**config.mk**
```make
export PLATFORM = sky130hd
export DESIGN_NAME = char_plane_writer_flat
export DESIGN_NICKNAME = d
export VERILOG_FILES = /design/src/rtl/char_plane_writer_pkg.sv /design/src/rtl/char_plane_writer_if.sv /design/src/rtl/char_plane_writer_text_cursor.sv /design/src/rtl/char_plane_writer.sv /design/src/flat_wrapper.sv
export SDC_FILE = /design/constraint.sdc
export NUM_CORES = 1
export LEC_CHECK = 0
export BUFFER_PORTS_ARGS = -buffer_cell sky130_fd_sc_hd__buf_4
export CAP_MARGIN = 30
export CORE_AREA = 2 2 90 92
export DETAILED_ROUTE_END_ITERATION = 7
export DIE_AREA = 0 0 92 94
export PLACE_DENSITY = 0.56
export SLEW_MARGIN = 40
export SYNTH_ARGS = -nofsm -noshare
export SYNTH_HDL_FRONTEND = slang
export SYNTH_HIERARCHICAL = 1
export SYNTH_SLANG_ARGS = --single-unit
```
**constraint.sdc**
```tcl
create_clock -name clk -period 6.4 [get_ports clk]
set_input_delay 1.28 -clock clk [delete_from_list [all_inputs] [get_ports clk]]
set_output_delay 1.28 -clock clk [all_outputs]
set_load 0.02 [all_outputs]
```
**src/rtl/char_plane_writer_pkg.sv**
```systemverilog
// Shared constants, control codes and enums for the 15x40 character plane.
// Used by the writer, the plane storage and the VGA pixel path.
package char_plane_pkg;

    localparam int ROW_NUMBER     = 15;
    localparam int COL_NUMBER     = 40;
    localparam int CHAR_ID_LENGTH = 8;
    localparam int ROW_BIT_LEN    = 4;
    localparam int COL_BIT_LEN    = 6;

    localparam logic [CHAR_ID_LENGTH-1:0] BLANK_CHAR = 8'h20;
    localparam logic [CHAR_ID_LENGTH-1:0] PRINT_MIN  = 8'h20;
    localparam logic [CHAR_ID_LENGTH-1:0] CC_BS      = 8'h08;
    localparam logic [CHAR_ID_LENGTH-1:0] CC_LF      = 8'h0A;
    localparam logic [CHAR_ID_LENGTH-1:0] CC_FF      = 8'h0C;
    localparam logic [CHAR_ID_LENGTH-1:0] CC_CR      = 8'h0D;

    localparam logic [ROW_BIT_LEN-1:0] ROW_ZERO = {ROW_BIT_LEN{1'b0}};
    localparam logic [ROW_BIT_LEN-1:0] ROW_ONE  = ROW_BIT_LEN'(32'sd1);
    localparam logic [ROW_BIT_LEN-1:0] ROW_LAST = ROW_BIT_LEN'(ROW_NUMBER - 32'sd1);
    localparam logic [COL_BIT_LEN-1:0] COL_ZERO = {COL_BIT_LEN{1'b0}};
    localparam logic [COL_BIT_LEN-1:0] COL_ONE  = COL_BIT_LEN'(32'sd1);
    localparam logic [COL_BIT_LEN-1:0] COL_LAST = COL_BIT_LEN'(COL_NUMBER - 32'sd1);

    typedef enum logic {
        IDLE  = 1'b0,
        CLEAR = 1'b1
    } wr_state_e;

    typedef enum logic [2:0] {
        CUR_HOLD   = 3'd0,
        CUR_ADV    = 3'd1,
        CUR_NL     = 3'd2,
        CUR_CR     = 3'd3,
        CUR_BACK   = 3'd4,
        CUR_ORIGIN = 3'd5
    } cur_cmd_e;

    function automatic logic is_printable(input logic [CHAR_ID_LENGTH-1:0] c);
        return (c >= PRINT_MIN);
    endfunction

endpackage

```
**src/rtl/char_plane_writer_if.sv**
```systemverilog
// Byte-stream input handshake plus single-cell write port of the character plane.
interface char_plane_writer_if;
    import char_plane_pkg::*;

    logic [CHAR_ID_LENGTH-1:0] in_char;
    logic                      in_valid;
    logic                      in_ready;
    logic                      wr_en;
    logic [ROW_BIT_LEN-1:0]    wr_row;
    logic [COL_BIT_LEN-1:0]    wr_col;
    logic [CHAR_ID_LENGTH-1:0] wr_char;

    modport slave (
        input  in_char, in_valid,
        output in_ready, wr_en, wr_row, wr_col, wr_char
    );

    modport master (
        output in_char, in_valid,
        input  in_ready, wr_en, wr_row, wr_col, wr_char
    );

endinterface

```
**src/rtl/char_plane_writer_text_cursor.sv**
```systemverilog
// Text cursor for the character plane: row/col counter with advance, newline,
// carriage return, backspace and return-to-origin; row advance wraps to row 0.
module text_cursor
    import char_plane_pkg::*;
(
    input  logic                   clk,
    input  logic                   rst_n,
    input  cur_cmd_e               cmd,
    output logic [ROW_BIT_LEN-1:0] row,
    output logic [COL_BIT_LEN-1:0] col
);

    logic [ROW_BIT_LEN-1:0] row_q, row_d, row_inc_s;
    logic [COL_BIT_LEN-1:0] col_q, col_d;

    // Next cursor position for the requested move.
    always_comb begin
        row_d     = row_q;
        col_d     = col_q;
        row_inc_s = (row_q == ROW_LAST) ? ROW_ZERO : (row_q + ROW_ONE);
        case (cmd)
            CUR_ADV: begin
                if (col_q == COL_LAST) begin
                    col_d = COL_ZERO;
                    row_d = row_inc_s;
                end else begin
                    col_d = col_q + COL_ONE;
                end
            end
            CUR_NL: begin
                col_d = COL_ZERO;
                row_d = row_inc_s;
            end
            CUR_CR: col_d = COL_ZERO;
            CUR_BACK: begin
                if (col_q != COL_ZERO) begin
                    col_d = col_q - COL_ONE;
                end else if (row_q != ROW_ZERO) begin
                    row_d = row_q - ROW_ONE;
                    col_d = COL_LAST;
                end else begin
                    row_d = row_q;
                    col_d = col_q;
                end
            end
            CUR_ORIGIN: begin
                row_d = ROW_ZERO;
                col_d = COL_ZERO;
            end
            default: begin
                row_d = row_q;
                col_d = col_q;
            end
        endcase
    end

    // Cursor registers.
    always_ff @(posedge clk or negedge rst_n) begin
        if (!rst_n) begin
            row_q <= ROW_ZERO;
            col_q <= COL_ZERO;
        end else begin
            row_q <= row_d;
            col_q <= col_d;
        end
    end

    assign row = row_q;
    assign col = col_q;

endmodule

```
**src/rtl/char_plane_writer.sv**
```systemverilog
// Write-side front end of the character plane: byte stream in, single-cell writes out.
// Build option CHAR_PLANE_WRITER_CLEAR_ON_RESET_EN: run a full clear sweep after reset.
module char_plane_writer
    import char_plane_pkg::*;
(
    input  logic                   clk,
    input  logic                   rst_n,
    char_plane_writer_if.slave     bus,
    output logic [ROW_BIT_LEN-1:0] cursor_row,
    output logic [COL_BIT_LEN-1:0] cursor_col,
    output logic                   busy
);

`ifdef CHAR_PLANE_WRITER_CLEAR_ON_RESET_EN
    localparam wr_state_e RST_STATE = CLEAR;
    localparam logic      RST_READY = 1'b0;
    localparam logic      RST_BUSY  = 1'b1;
`else
    localparam wr_state_e RST_STATE = IDLE;
    localparam logic      RST_READY = 1'b1;
    localparam logic      RST_BUSY  = 1'b0;
`endif

    wr_state_e                 state_q, state_d;
    logic [CHAR_ID_LENGTH-1:0] byte_q, byte_d;
    logic                      byte_vld_q, byte_vld_d;
    logic                      in_ready_q, in_ready_d;
    logic                      busy_q, busy_d;
    logic                      wr_en_q, wr_en_d;
    logic [ROW_BIT_LEN-1:0]    wr_row_q, wr_row_d;
    logic [COL_BIT_LEN-1:0]    wr_col_q, wr_col_d;
    logic [CHAR_ID_LENGTH-1:0] wr_char_q, wr_char_d;
    cur_cmd_e                  cur_cmd_s;
    logic                      accept_s;
    logic                      sweep_last_s;

    assign accept_s     = bus.in_valid & in_ready_q;
    assign sweep_last_s = (cursor_row == ROW_LAST) && (cursor_col == COL_LAST);

    text_cursor u_cursor (
        .clk   (clk),
        .rst_n (rst_n),
        .cmd   (cur_cmd_s),
        .row   (cursor_row),
        .col   (cursor_col)
    );

    // Decode the captured byte one cycle after its handshake; sweep one cell per cycle in CLEAR.
    always_comb begin
        state_d    = state_q;
        byte_vld_d = accept_s;
        wr_en_d    = 1'b0;
        wr_row_d   = wr_row_q;
        wr_col_d   = wr_col_q;
        wr_char_d  = wr_char_q;
        cur_cmd_s  = CUR_HOLD;
        if (accept_s) begin
            byte_d = bus.in_char;
        end else begin
            byte_d = byte_q;
        end
        case (state_q)
            IDLE: begin
                if (byte_vld_q) begin
                    case (byte_q)
                        CC_LF: cur_cmd_s = CUR_NL;
                        CC_CR: cur_cmd_s = CUR_CR;
                        CC_FF: begin
                            state_d   = CLEAR;
                            cur_cmd_s = CUR_ORIGIN;
                        end
                        CC_BS: begin
                            if (cursor_col != COL_ZERO) begin
                                wr_en_d   = 1'b1;
                                wr_row_d  = cursor_row;
                                wr_col_d  = cursor_col - COL_ONE;
                                wr_char_d = BLANK_CHAR;
                                cur_cmd_s = CUR_BACK;
                            end else if (cursor_row != ROW_ZERO) begin
                                wr_en_d   = 1'b1;
                                wr_row_d  = cursor_row - ROW_ONE;
                                wr_col_d  = COL_LAST;
                                wr_char_d = BLANK_CHAR;
                                cur_cmd_s = CUR_BACK;
                            end else begin
                                cur_cmd_s = CUR_HOLD;
                            end
                        end
                        default: begin
                            if (is_printable(byte_q)) begin
                                wr_en_d   = 1'b1;
                                wr_row_d  = cursor_row;
                                wr_col_d  = cursor_col;
                                wr_char_d = byte_q;
                                cur_cmd_s = CUR_ADV;
                            end else begin
                                cur_cmd_s = CUR_HOLD;
                            end
                        end
                    endcase
                end else begin
                    cur_cmd_s = CUR_HOLD;
                end
            end
            CLEAR: begin
                wr_en_d   = 1'b1;
                wr_row_d  = cursor_row;
                wr_col_d  = cursor_col;
                wr_char_d = BLANK_CHAR;
                cur_cmd_s = CUR_ADV;
                if (sweep_last_s) begin
                    state_d = IDLE;
                end else begin
                    state_d = CLEAR;
                end
            end
            default: state_d = IDLE;
        endcase
        // Stop accepting as soon as a form-feed is taken, and reopen only one
        // cycle after the final sweep write so the source never races the sweep.
        in_ready_d = (state_q == IDLE) && (state_d == IDLE) &&
                     !(accept_s && (bus.in_char == CC_FF));
        busy_d     = (state_q == CLEAR) || (state_d == CLEAR);
    end

    // State, capture and output registers.
    always_ff @(posedge clk or negedge rst_n) begin
        if (!rst_n) begin
            state_q    <= RST_STATE;
            byte_q     <= {CHAR_ID_LENGTH{1'b0}};
            byte_vld_q <= 1'b0;
            in_ready_q <= RST_READY;
            busy_q     <= RST_BUSY;
            wr_en_q    <= 1'b0;
            wr_row_q   <= ROW_ZERO;
            wr_col_q   <= COL_ZERO;
            wr_char_q  <= {CHAR_ID_LENGTH{1'b0}};
        end else begin
            state_q    <= state_d;
            byte_q     <= byte_d;
            byte_vld_q <= byte_vld_d;
            in_ready_q <= in_ready_d;
            busy_q     <= busy_d;
            wr_en_q    <= wr_en_d;
            wr_row_q   <= wr_row_d;
            wr_col_q   <= wr_col_d;
            wr_char_q  <= wr_char_d;
        end
    end

    assign bus.in_ready = in_ready_q;
    assign bus.wr_en    = wr_en_q;
    assign bus.wr_row   = wr_row_q;
    assign bus.wr_col   = wr_col_q;
    assign bus.wr_char  = wr_char_q;
    assign busy         = busy_q;

endmodule

```
**src/flat_wrapper.sv**
```systemverilog
// flat-port wrapper written by rule: the top's interface ports become plain ports
module char_plane_writer_flat import char_plane_pkg::*;
  (clk, rst_n, cursor_row, cursor_col, busy, bus_in_char, bus_in_valid, bus_in_ready, bus_wr_en, bus_wr_row, bus_wr_col, bus_wr_char);
  char_plane_writer_if bus_i ();
  input  logic clk;
  input  logic rst_n;
  output logic [ROW_BIT_LEN-1:0] cursor_row;
  output logic [COL_BIT_LEN-1:0] cursor_col;
  output logic busy;
  input wire logic [$bits(bus_i.in_char)-1:0] bus_in_char;
  input wire logic [$bits(bus_i.in_valid)-1:0] bus_in_valid;
  output wire logic [$bits(bus_i.in_ready)-1:0] bus_in_ready;
  output wire logic [$bits(bus_i.wr_en)-1:0] bus_wr_en;
  output wire logic [$bits(bus_i.wr_row)-1:0] bus_wr_row;
  output wire logic [$bits(bus_i.wr_col)-1:0] bus_wr_col;
  output wire logic [$bits(bus_i.wr_char)-1:0] bus_wr_char;
  assign bus_i.in_char = bus_in_char;
  assign bus_i.in_valid = bus_in_valid;
  assign bus_in_ready = bus_i.in_ready;
  assign bus_wr_en = bus_i.wr_en;
  assign bus_wr_row = bus_i.wr_row;
  assign bus_wr_col = bus_i.wr_col;
  assign bus_wr_char = bus_i.wr_char;
  char_plane_writer u_core (.clk(clk), .rst_n(rst_n), .bus(bus_i), .cursor_row(cursor_row), .cursor_col(cursor_col), .busy(busy));
endmodule
```
==> metrics <==
Initial DRC Count 112; Synth Area in XOR/XNOR 0.01992; power per cell area 368.3 nW/µm²; ys flop type dfrtp_1; PnR worst setup slack 3.306 ns; Avg Cell Area, Syn 10.07 µm²; Die Area 8648 µm²; Worst setup EP type register; first-pass GRT wire length 10690 µm; Crit Path Max Fanout 12; Syn. warnings 6; Post-synth EDFFs 0; post-route ant nets 0; Initial Util 0.3467; most frequent cells in the layout buf_4 (41), dfrtp_1 (40), nand3_1 (16), inv_1 (14); vias per inst 5.378; largest family of logic cells by synthesized area compound AO/OA/AOI/OAI gates; drc violations 0; cts hold-fix bufs 0; drt first pass iters 4; mux contribution to synthesized area 0.07258; outcome complete, no violations; GRT met2 Usage 0.2457; Total Power 1.141 mW; fmax 0.3232 GHz; CP required 6.59 ns; Util after Layout 0.4071; CP Launch Type register; Post-Synth Simple-Gate Area 0.2002; Post-Syn Nets 285; Routed WL 6357 µm; worst slack, placed 3.351 ns; adder-cell share of the synthesized area 0.05693; Synth async-reset ratio 1.000; cell area after layout 3097 µm²; Worst Skew 0.009582 ns; grt total ovfl 0; clock buffer count from CTS 5; diode count 0; GR peak layer met2; Worst-Skew Late Latency 0.30 ns; min Tclk post-route 3.094 ns; # Post-CTS Setup Buffers 0; Mapped Area 2638 µm²; Non-Filler Instances 400; area of placed instances 3007 µm²; vias 2151; Core Box Area 7607 µm²; CTS tree built; I/O pin count 42; worst vdd ir 0.1098 mV; Critical Setup Path Class reg2reg; Std-Cell Rows 32; Buffers on Ports 41; NumNets Final 320; CTS H-Tree Depth 2; gpl congestion 0.8574; Seq cells post-synth 41; clock tree buffer depth 2; Lkg Pwr 1.361 nW; Fin. Hold Viols 0; Worst Hold Class reg2reg; met3 global-route usage 0.02408; WL per Instance 15.89 µm; global routing usage on met1 0.2182; clk sinks 41; CTS root buf clkbuf_8; Final Setup Violations 0; Die Y 94 µm; layout overhead on the synthesized area 17.41%; vias in the first global route 2052; Worst-Margin Slew 0.6085 ns; DP HPWL 4561 µm; post-synthesis compound-gate area fraction 0.2097; max-cap viol count 0; Hold WS 0.4856 ns; Gate Count Post-Synth 262; clk slew on worst S/H paths 0.09 ns; setup TNS 0 ns; Yosys cell types 71; post_cts resized 0; initial antenna violation count 0; Slew headroom 0.5943; largest net degree at the start of global routing 42; Die X 92 µm; Worst Path Arrival 3.28 ns; placed cells 392; gr usage total 0.1556; setup repair after global routing missed its margin false; layout cell share with drive strength beyond 1 0.2685; Pins Over Slew Limit 0; commonest non-fill, non-tap cell in the layout buf_4; fin crit share 0.4834; register area share after synthesis 0.3895
## power breakdown
group	internal, mW	switching, mW
Sequential	0.328	0.117
Combinational	0.238	0.283
Clock	0.0775	0.0968
Total	0.644	0.497
## sequential cells by signal, indices dropped and copies added, names as in the netlist
| name | cells |
|---|---|
| u_core/bus.wr_en | 1 |
| u_core/bus.in_ready | 1 |
| u_core/busy | 1 |
| u_core/bus.wr_row | 4 |
| u_core/bus.wr_col | 6 |
| u_core/u_cursor/row | 4 |
| u_core/bus.wr_char | 8 |
| u_core/state_q | 1 |
| u_core/byte_q | 8 |
| u_core/byte_vld_q | 1 |
| u_core/u_cursor/col | 6 |
## path summary, 6_finish.rpt
| check | endpoint | slack [ns] | start | depth (start not counted) |
|---|---|---|---|---|
| max reg2reg | u_core/u_cursor/col[2] | 3.31 | u_core/u_cursor/col[0] | 8 |
| min reg2reg | u_core/bus.wr_char[2] | 0.49 | u_core/bus.wr_char[2] | 1 |
| min in group asynchronous | u_core/byte_q[5] | 0.95 | rst_n | 1 |
| max | u_core/u_cursor/col[2] | 3.31 | u_core/u_cursor/col[0] | 8 |
| max in group asynchronous | u_core/u_cursor/col[0] | 5.08 | rst_n | 1 |
| min | u_core/bus.wr_char[2] | 0.49 | u_core/bus.wr_char[2] | 1 |
## layout make-up
class | instances | area [µm²]
well taps | 102 | 127.6
inverters | 15 | 58.81
clock inverters | 3 | 21.27
repair buffers | 41 | 307.8
clock buffers | 5 | 68.82
fillers | 790 | 4511
flip-flops and latches | 41 | 1027
multi-input cells | 193 | 1485
## worst max-delay path: stages, from the launching register on
cell	delay, ns
dfrtp_1	0.50
inv_1	0.15
ha_1	0.21
nor4b_4	0.48
a31oi_2	0.35
or3b_1	0.47
o31a_1	0.37
o221ai_1	0.20
a22o_1	0.25
## synthesized netlist by cell type (4+ instances only)
| cell | number | share of area |
|---|---|---|
| clkbuf_1 | 6 | 0.0085 |
| mux2_4 | 4 | 0.023 |
| a22o_1 | 4 | 0.013 |
| a21oi_1 | 8 | 0.015 |
| ha_1 | 12 | 0.057 |
| nand4_1 | 4 | 0.0095 |
| mux2_2 | 8 | 0.034 |
| dfrtp_1 | 40 | 0.38 |
| xnor2_1 | 4 | 0.013 |
| o21ai_0 | 9 | 0.017 |
| buf_2 | 4 | 0.0076 |
| nor2_1 | 9 | 0.013 |
| nor3_1 | 6 | 0.011 |
| nor3b_1 | 4 | 0.011 |
| o21ai_1 | 11 | 0.021 |
| nand2b_1 | 6 | 0.014 |
| nor4_1 | 4 | 0.0095 |
| a31oi_1 | 6 | 0.014 |
| nand2_1 | 12 | 0.017 |
| inv_1 | 14 | 0.020 |
| nand3_1 | 16 | 0.030 |
## cells by family (layout without fill, tap and decap cells)
kind of cell	Yosys count	after routing
AO/OA/AOI/OAI	77	77
XOR/XNOR	6	6
adder cells (fa/ha/maj)	12	12
buffers and inverters	28	64
flip-flops	41	41
multiplexers	16	16
AND/OR/NAND/NOR	82	82
## per-layer routing
layer | vias to the layer above | part of all wire
li1 | 1054 | -
met2 | 50 | 0.47
met5 | - | 0
met3 | 10 | 0.034
met1 | 1037 | 0.48
met4 | 0 | 0.020
Note: power is estimated with default switching activity, not from simulation.
